File: config.mk
export PLATFORM = sky130hd
export DESIGN_NAME = finv_arbiter_flat
export DESIGN_NICKNAME = d
export VERILOG_FILES = /design/src/rtl/fpu_pkg.sv /design/src/rtl/finv_arbiter_if.sv /design/src/rtl/finv.sv /design/src/rtl/rr_arbiter.sv /design/src/rtl/finv_arbiter.sv /design/src/flat_wrapper.sv
export SDC_FILE = /design/constraint.sdc
export NUM_CORES = 2
export LEC_CHECK = 0
export BUFFER_PORTS_ARGS = -buffer_cell sky130_fd_sc_hd__buf_2
export CORE_MARGIN = 4
export CORE_UTILIZATION = 55
export CTS_BUF_LIST = sky130_fd_sc_hd__clkbuf_8
export DETAILED_ROUTE_END_ITERATION = 10
export MAX_ROUTING_LAYER = met4
export PLACE_DENSITY = 0.81
export SYNTH_ARGS = -nofsm -noshare
export SYNTH_HDL_FRONTEND = slang
export SYNTH_SLANG_ARGS = --single-unit
File: constraint.sdc
create_clock -name clk -period 340.5 [get_ports clk]
set_input_delay 34.05 -clock clk [delete_from_list [all_inputs] [get_ports clk]]
set_output_delay 34.05 -clock clk [all_outputs]
set_load 0.01 [all_outputs]
File: src/rtl/fpu_pkg.sv
// Shared FPU types: single-precision word, reciprocal result bundle and constants.
package fpu_pkg;
  typedef logic [31:0] fp32_t;

  typedef struct packed {
    fp32_t y;
    logic  ovf;
    logic  udf;
  } finv_res_t;

  localparam fp32_t FP_ONE  = 32'h3F800000;
  localparam fp32_t FP_QNAN = 32'h7FC00000;
endpackage

File: src/rtl/finv_arbiter_if.sv
// Request fan-in and tagged response channel between FPU issue logic and the shared finv.
interface finv_arbiter_if #(
  parameter int NREQ = 4,
  parameter int IDW  = 2
);
  import fpu_pkg::*;

  logic [NREQ-1:0]    req_valid;
  logic [NREQ*32-1:0] req_x;
  logic [NREQ-1:0]    req_ready;
  logic               resp_valid;
  logic               resp_ready;
  logic [IDW-1:0]     resp_id;
  fp32_t              resp_y;
  logic               resp_ovf;
  logic               resp_udf;
  logic [31:0]        issue_cnt;

  modport master (
    output req_valid, req_x, resp_ready,
    input  req_ready, resp_valid, resp_id, resp_y, resp_ovf, resp_udf, issue_cnt
  );

  modport slave (
    input  req_valid, req_x, resp_ready,
    output req_ready, resp_valid, resp_id, resp_y, resp_ovf, resp_udf, issue_cnt
  );
endinterface

File: src/rtl/finv.sv
// Combinational single-precision reciprocal, truncated mantissa, denormals treated as zero.
module finv
  import fpu_pkg::*;
(
  input  fp32_t x,
  output fp32_t y,
  output logic  ovf,
  output logic  udf
);
  logic [23:0] m;
  logic [23:0] rem [25];
  logic [23:0] q;
  logic [9:0]  ee;
  logic        unused_bits;

  assign m      = {1'b1, x[22:0]};
  assign rem[0] = 24'h800000;

  // Restoring division of 2^47 by the 24-bit significand; q = floor(2^47 / m).
  genvar gi;
  for (gi = 0; gi < 24; gi++) begin : g_div
    logic [24:0] sh;
    logic [24:0] diff;
    assign sh          = {rem[gi], 1'b0};
    assign diff        = sh - {1'b0, m};
    assign q[23 - gi]  = ~diff[24];
    assign rem[gi + 1] = q[23 - gi] ? diff[23:0] : sh[23:0];
  end

  assign unused_bits = ^{rem[24], q[23]};

  // A non-unit significand puts 1/m in (0.5,1), costing one exponent step.
  assign ee = ((x[22:0] == 23'd0) ? 10'd254 : 10'd253) - {2'b00, x[30:23]};

  always_comb begin
    y   = '0;
    ovf = 1'b0;
    udf = 1'b0;
    if (x[30:23] == 8'hFF) begin
      y = (x[22:0] != 23'd0) ? FP_QNAN : {x[31], 31'd0};
    end else if (x[30:23] == 8'h00) begin
      y   = {x[31], 8'hFF, 23'd0};
      ovf = 1'b1;
    end else if (ee[9] || (ee == 10'd0)) begin
      y   = {x[31], 31'd0};
      udf = 1'b1;
    end else begin
      y = {x[31], ee[7:0], (x[22:0] == 23'd0) ? 23'd0 : q[22:0]};
    end
  end
endmodule

File: src/rtl/rr_arbiter.sv
// Rotating-priority scan: first requester at or after ptr (mod N) wins when en is high.
module rr_arbiter #(
  parameter int N   = 4,
  parameter int IDW = 2
) (
  input  logic [N-1:0]   req,
  input  logic           en,
  input  logic [IDW-1:0] ptr,
  output logic [N-1:0]   grant,
  output logic [IDW-1:0] gidx
);
  logic [N-1:0]   hit;
  logic [IDW-1:0] cand [N];

  genvar gi;
  for (gi = 0; gi < N; gi++) begin : g_scan
    assign cand[gi] = IDW'((int'(ptr) + gi) % N);
    assign hit[gi]  = req[cand[gi]];
  end

  // Walk offsets from the far end so the closest hit to ptr overrides the rest.
  always_comb begin
    grant = '0;
    gidx  = '0;
    for (int k = N - 1; k >= 0; k--) begin
      if (hit[k]) gidx = cand[k];
    end
    if (en && (|hit)) grant[gidx] = 1'b1;
  end
endmodule

File: src/rtl/finv_arbiter.sv
// Round-robin sharing of one finv among NREQ requesters through a two-stage pipe
// with a single tagged, backpressured response channel.
module finv_arbiter
  import fpu_pkg::*;
#(
  parameter int NREQ = 4,
  parameter int IDW  = 2
) (
  input  logic           clk,
  input  logic           rst,
  finv_arbiter_if.slave  bus
);
  logic            adv;
  logic [NREQ-1:0] grant;
  logic [IDW-1:0]  gidx;
  fp32_t           req_x_arr [NREQ];

  logic [IDW-1:0]  rr_ptr_reg, rr_ptr_next;
  logic            s1_valid_reg;
  fp32_t           s1_x_reg;
  logic [IDW-1:0]  s1_id_reg;
  logic            resp_valid_reg;
  finv_res_t       resp_res_reg;
  logic [IDW-1:0]  resp_id_reg;
  logic [31:0]     issue_cnt_reg;

  fp32_t           fin_y;
  logic            fin_ovf, fin_udf;

  genvar gi;
  for (gi = 0; gi < NREQ; gi++) begin : g_slice
    assign req_x_arr[gi] = bus.req_x[32*gi +: 32];
  end

  // The whole pipe moves together; a stalled output freezes both stages.
  assign adv         = !resp_valid_reg || bus.resp_ready;
  assign rr_ptr_next = (gidx == IDW'(NREQ - 1)) ? '0 : gidx + 1'b1;

  rr_arbiter #(.N(NREQ), .IDW(IDW)) u_rr (
    .req   (bus.req_valid),
    .en    (adv),
    .ptr   (rr_ptr_reg),
    .grant (grant),
    .gidx  (gidx)
  );

  finv u_finv (
    .x   (s1_x_reg),
    .y   (fin_y),
    .ovf (fin_ovf),
    .udf (fin_udf)
  );

  always_ff @(posedge clk) begin
    if (rst) begin
      rr_ptr_reg     <= '0;
      s1_valid_reg   <= 1'b0;
      s1_x_reg       <= '0;
      s1_id_reg      <= '0;
      resp_valid_reg <= 1'b0;
      resp_res_reg   <= '0;
      resp_id_reg    <= '0;
      issue_cnt_reg  <= '0;
    end else if (adv) begin
      s1_valid_reg   <= |grant;
      resp_valid_reg <= s1_valid_reg;
      if (|grant) begin
        s1_x_reg      <= req_x_arr[gidx];
        s1_id_reg     <= gidx;
        rr_ptr_reg    <= rr_ptr_next;
        issue_cnt_reg <= issue_cnt_reg + 32'd1;
      end
      if (s1_valid_reg) begin
        resp_res_reg <= '{y: fin_y, ovf: fin_ovf, udf: fin_udf};
        resp_id_reg  <= s1_id_reg;
      end
    end
  end

  assign bus.req_ready  = grant;
  assign bus.resp_valid = resp_valid_reg;
  assign bus.resp_id    = resp_id_reg;
  assign bus.resp_y     = resp_res_reg.y;
  assign bus.resp_ovf   = resp_res_reg.ovf;
  assign bus.resp_udf   = resp_res_reg.udf;
  assign bus.issue_cnt  = issue_cnt_reg;
endmodule

File: src/flat_wrapper.sv
// flat-port wrapper written by rule: the top's interface ports become plain ports
module finv_arbiter_flat import fpu_pkg::*;
#(
  parameter int NREQ = 4,
  parameter int IDW  = 2
)
  (clk, rst, bus_req_valid, bus_req_x, bus_resp_ready, bus_req_ready, bus_resp_valid, bus_resp_id, bus_resp_y, bus_resp_ovf, bus_resp_udf, bus_issue_cnt);
  finv_arbiter_if #(.NREQ(NREQ), .IDW(IDW)) bus_i ();
  input  logic clk;
  input  logic rst;
  input wire logic [$bits(bus_i.req_valid)-1:0] bus_req_valid;
  input wire logic [$bits(bus_i.req_x)-1:0] bus_req_x;
  input wire logic [$bits(bus_i.resp_ready)-1:0] bus_resp_ready;
  output wire logic [$bits(bus_i.req_ready)-1:0] bus_req_ready;
  output wire logic [$bits(bus_i.resp_valid)-1:0] bus_resp_valid;
  output wire logic [$bits(bus_i.resp_id)-1:0] bus_resp_id;
  output wire logic [$bits(bus_i.resp_y)-1:0] bus_resp_y;
  output wire logic [$bits(bus_i.resp_ovf)-1:0] bus_resp_ovf;
  output wire logic [$bits(bus_i.resp_udf)-1:0] bus_resp_udf;
  output wire logic [$bits(bus_i.issue_cnt)-1:0] bus_issue_cnt;
  assign bus_i.req_valid = bus_req_valid;
  assign bus_i.req_x = bus_req_x;
  assign bus_i.resp_ready = bus_resp_ready;
  assign bus_req_ready = bus_i.req_ready;
  assign bus_resp_valid = bus_i.resp_valid;
  assign bus_resp_id = bus_i.resp_id;
  assign bus_resp_y = bus_i.resp_y;
  assign bus_resp_ovf = bus_i.resp_ovf;
  assign bus_resp_udf = bus_i.resp_udf;
  assign bus_issue_cnt = bus_i.issue_cnt;
  finv_arbiter #(.NREQ(NREQ), .IDW(IDW)) u_core (.clk(clk), .rst(rst), .bus(bus_i));
endmodule
# Word level (Yosys, flattened, before mapping)
# Cells that the tools add are included.
# totals
ff_bits,106
latch_bits,0
ram_bits,0
mem_bits_ro,0
input_bits,135
out_inout_bits,73
wordCells,139
n_memories,0
# op_classes
n_addsub,30
mul,0
n_div,0
n_lt_le_gt_ge,7
eq_ne,2
shift,0
muxes,53
bitwise,24
n_reduce_logical,13
# op_table
op,n
subtractor 25 x 24 -> 25 bit,23
2-to-1 mux 24 bit,23
2-to-1 mux 32 bit,4
binary-select mux 32 bit (select 2 bit),1
2-to-1 mux 31 bit,2
adder 32 x 1 -> 32 bit (second input constant),1
subtractor 25 x 24 -> 25 bit (first input constant),1
zero test 23 bit,1
2-to-1 mux 23 bit,1
inverter 1 bit,23
nonzero test 23 bit,1
less-than comparator 2 x 3 -> 1 bit (second input constant),5
2-to-1 mux 2 bit,6
zero test 10 bit,1
2-to-1 mux 1 bit,10
subtractor 8 x 8 -> 9 bit,1
binary-select mux 1 bit (select 2 bit),4
equality test 8 bit (second input constant),1
zero test 8 bit,1
OR reduction 4 bit,2
adder 2 x 1 -> 2 bit (second input constant),2
adder 2 bit (second input constant),2
2-to-1 mux 4 bit,1
AND reduction 2 bit,2
8 further kinds,10

# Logic depth before layout (Yosys ltp)
# logic_depth
depth_word,52
ltp_mapped,633
mapped_depth_nobuf,576

# Cells and area by module
# A second synthesis with hierarchy kept.
# unflattened
cells_unflattened,4775
hier_area_um2,33100.5
# modules_own_cells
module,instances,cells_each,area_each_um2,seq_area_each_um2
finv,1,4196,28000.6,0.0
finv_arbiter,1,562,4948.5,2122.0
rr_arbiter,1,17,151.4,0.0

# Least setup slack after synthesis
# OpenSTA, ideal clock, no wires.
# synth_path
path_type,reg-to-reg
startpoint,reg u_core.s1_x_reg[0]
endpoint,"reg u_core.resp_res_reg, in the netlist u_core.bus.resp_y[0]"
arrival_time_ns,108.959
t_required_ns,340.369
slack_ns,231.410
stages_incl_launch_ff,621
path_buffers,61
cell_sequence,dfxtp_1 -> clkinv_1 -> buf_1 -> ha_1 -> clkbuf_1 -> nor2b_1 -> and2_0 -> and4_1 -> xnor2_1 -> ha_1 -> clkbuf_1 -> nand4_1 -> or4_1 -> o32ai_1 -> o21ai_2 -> xnor2_1 -> clkbuf_1 -> clkbuf_1 -> (+585 left out) -> ha_1 -> a21o_1 -> a21oi_1 -> nor2b_1 -> o21ai_0 -> nand2b_1 -> a21oi_1 -> nor2b_1 -> o21ai_0 -> nand2_1 -> o21bai_1 -> or2_2 -> nor2_1 -> mux2_2 -> a21oi_1 -> inv_1 -> o2111ai_1 -> o211ai_1
# synth_between
elab_chain_len,52
elab_cells_between_ends,57
classes_between,25 x add/sub; 28 x mux; 1 x bitwise; 3 x reduce/logical
# synth_lines
item,line_no,source
"start, declared",finv_arbiter.sv:20,fp32_t s1_x_reg;
"start signal, assigned",finv_arbiter.sv:68,s1_x_reg <= req_x_arr[gidx];
subtractor 25 x 24 -> 25 bit,finv.sv:25,"assign diff = sh - {1'b0, m};"
2-to-1 mux 24 bit,finv.sv:27,assign rem[gi + 1] = q[23 - gi] ? diff[23:0] : sh[23:0];
subtractor 25 x 24 -> 25 bit,finv.sv:25,
2-to-1 mux 24 bit,finv.sv:27,
subtractor 25 x 24 -> 25 bit,finv.sv:25,
2-to-1 mux 24 bit,finv.sv:27,
subtractor 25 x 24 -> 25 bit,finv.sv:25,
2-to-1 mux 24 bit,finv.sv:27,
(+36 left out),--,
subtractor 25 x 24 -> 25 bit,finv.sv:25,
2-to-1 mux 24 bit,finv.sv:27,
subtractor 25 x 24 -> 25 bit,finv.sv:25,
inverter 1 bit,finv.sv:26,assign q[23 - gi] = ~diff[24];
2-to-1 mux 23 bit,finv.sv:48,"y = {x[31], ee[7:0], (x[22:0] == 23'd0) ? 23'd0 : q[22:0]};"
2-to-1 mux 31 bit *,finv.sv:44,end else if (ee[9] || (ee == 10'd0)) begin
2-to-1 mux 31 bit *,finv.sv:41,end else if (x[30:23] == 8'h00) begin
2-to-1 mux 32 bit *,finv.sv:39,if (x[30:23] == 8'hFF) begin
"end signal, assigned",finv_arbiter.sv:74,"resp_res_reg <= '{y: fin_y, ovf: fin_ovf, udf: fin_udf};"
"end, declared",finv_arbiter.sv:23,finv_res_t resp_res_reg;
# Mark *: on every way between the ends. The rest lies on a longest branch, timed or not.
# A chain may end at the register's enable or synchronous reset.

# Worst setup path after layout
# Ends and elaborated chain as after synthesis.

==> results by group <==
Status
  • Run status: complete, no violations

Global route
  • First-pass GRT wire length: 151.4 mm
  • Pin count of the biggest net entering global routing: 92
  • Overflow after GRT: 0
  • Vias in the first global route: 32.01k
  • GRT Total Usage: 0.2799
  • Antenna violations before repair: 0

Clock tree
  • Worst skew pair latency: 0.44 ns
  • Clock root buffer: clkbuf_8
  • Clk slew on worst S/H paths: 0.13 ns
  • CTS tree: built
  • # Post-CTS Setup Buffers: 0
  • H-tree levels: 3
  • CTS Sinks: 106
  • Longest Clk Path Bufs: 2
  • Hold-fix buffers, CTS: 0
  • Cts repair resizes: 0
  • Total CTS buffers: 9

Setup path
  • CP Launch Type: register
  • Critical-path top delay cell: nor4_1
  • Crit-path max FO: 60
  • Crit. End Element: register
  • WP buf/inv: 29
  • Cell mode on critical path: a21o_1
  • Delay-heaviest family, CP: compound AO/OA/AOI/OAI gates
  • Required @ worst endpoint: 340.87 ns
  • Crit path kind: reg2reg
  • Largest stage delay on the critical path: 0.93 ns
  • Critical path arrival: 114.89 ns

Layout
  • Antenna cell count: 0
  • Synth-to-Final Area Change: 6.516%
  • Nets: 5633
  • Share of cells above drive strength 1: 0.08935

Detailed routing
  • DR iter-0 viols: 2088
  • Pre-antenna DRT Iters: 6
  • Avg WL per Cell: 15.96 µm
  • Vias per inst: 6.001
  • Antenna viol nets, final: 0
  • Post-Route WL: 91.80 mm
  • Routed vias: 34.51k
  • DRC: 0

Worst hold path
  • Type of the most critical hold path: reg2reg

Synthesis
  • Syn_nets: 5513
  • FFs w/ async S/R, synth: 0
  • Post-synth top area share: 0.1913
  • Avg Inst Size Synth: 6.925 µm²
  • Post-Syn Area: 33540 µm²
  • Leading area contributor after synthesis: ha_1
  • Top cells by area, synth: ha_1 (19%), a21o_1 (7.9%), a21oi_1 (7.0%), xnor2_1 (6.3%), dfxtp_1 (6.3%)
  • Synth cell types: 109
  • Ys Warns: 0
  • Number of synthesized register bits: 106
  • Seq/Total Area, Yosys: 0.06326
  • EDFF count, synth: 0
  • Cells after synthesis: 4844
  • Ys flop type: dfxtp_1

STA
  • RSZ-0062 raised after global routing: false
  • Final Skew: 0.02178 ns
  • Period utilization: 0.3363
  • Final setup fails: 0
  • Worst-Margin Slew: 1.255 ns
  • Maximum operating frequency: 0.008732 GHz
  • Hold Fails Final Rpt: 0
  • Fin Setup TNS: 0 ns
  • Pins Over Slew Limit: 0
  • Slew headroom: 0.1623
  • Minimum clock period: 114.52 ns

Floorplan
  • Full die area: 65000 µm²
  • Chip width: 255.0 µm
  • Row count: 90
  • Initial Utilization: 0.5558
  • I/O pin cnt: 208
  • Core ar.: 60360 µm²
  • Die height: 255.0 µm

Placed design
  • Final HPWL DP: 72.10 mm
  • Routability cong.: 0.9752
  • Port Buffers: 207

Job
  • Max-Cap Viols: 0
## per-layer routing
metal / track usage / vias to the layer above / part of all wire
li1: - / 17670 / -
met1: 0.3524 / 15700 / 0.45
met2: 0.4798 / 929 / 0.47
met3: 0.02134 / 218 / 0.047
met4: 0.08792 / 0 / 0.034
met5: - / - / 0
## worst reg2reg max path: cells and delay by family (launching register included)
family | cells | cell delay, ns
adders and majority gates | 24 | 8.07
and+or+nand+nor | 120 | 19.64
AOI/OAI and AO/OA | 372 | 71.02
DFF | 1 | 0.34
muxes | 17 | 4.35
buffers and inverters | 29 | 7.98
xor gates and xnor gates | 16 | 3.11
## synthesized netlist by cell type (9+ instances only)
cell and number:
a22oi_1 19, and4_1 9, buf_1 26, clkbuf_1 110, xor2_1 128, a21boi_0 70, dfxtp_1 106, nor3b_1 10
or2_2 12, mux2i_1 41, o22ai_1 11, nor3_1 54, nand2b_1 137, ha_1 513, o21a_1 35, o31ai_1 99
inv_1 250, a31oi_1 14, or4_1 11, o21ai_1 17, o21ai_0 310, o21bai_1 23, or3_1 23, mux2_2 66
nor2_1 545, a311oi_1 35, and3_1 59, nand3_1 112, nor4_1 12, a21oi_1 469, o31ai_2 15, nand2_1 529
nor2b_1 57, and2_1 59, xnor2_1 243, nand4_1 30, a21o_1 355, a211oi_1 15, o211ai_1 22, buf_2 10
fa_1 21
## logic make-up after synthesis
family,Yosys count,share of synthesized area
simple gates,1694,0.2339
compound gates,1611,0.3120
fa+ha+maj,534,0.2039
buf+inv,403,0.04629
xor+xnor,379,0.1021
mux,117,0.03864
flops,106,0.06326
## cells in the final DEF (no fill, tap or decap), types with 66 or more instances in the layout
cell type	count
ha_1	513
nand3_1	112
a21oi_1	469
mux2_2	66
nand2_1	529
o21ai_0	310
a21o_1	355
buf_2	206
dfxtp_1	104
xor2_1	125
a21boi_0	70
o31ai_1	99
inv_1	247
nand2b_1	137
xnor2_1	237
nor2_1	545
## final timing paths
kind | slack [ns] | startpoint | to | depth (start not counted)
worst min-delay path | 0.46 | u_core.bus.resp_id[1] | u_core.bus.resp_id[1] | 2
worst min register to register | 0.46 | u_core.bus.resp_id[1] | u_core.bus.resp_id[1] | 2
worst max register to register | 225.98 | u_core.s1_x_reg[0] | u_core.bus.resp_y[0] | 578
worst max-delay path | 225.98 | u_core.s1_x_reg[0] | u_core.bus.resp_y[0] | 578
## through the flow
step | util | hold slack, ns | cell area [µm²] | setup WS, ns | instances
floorplan | - | 0.4321 | 33540 | 231.41 | 4844
global placement | 0.5882 | 0.4385 | 35500 | 230.19 | 5735
detailed placement | 0.5882 | 0.4432 | 35500 | 227.70 | 5735
CTS | 0.5920 | 0.4598 | 35730 | 226.93 | 5751
global route | 0.5920 | 0.4923 | 35730 | 214.59 | 5751
finish | 0.5920 | 0.4576 | 35730 | 225.98 | 5751
## cell type report
cell class | instances | area [µm²]
clock buffers | 9 | 123.9
clock inverters | 7 | 106.4
fillers | 5584 | 24630
inverters | 252 | 945.9
multi-input cells | 4335 | 30020
flip-flops and latches | 106 | 2125
well taps | 782 | 978.4
repair buffers | 260 | 1436
Power is not shown: default switching activity piles up to over one toggle a cycle in this logic, so the estimate is an artifact.
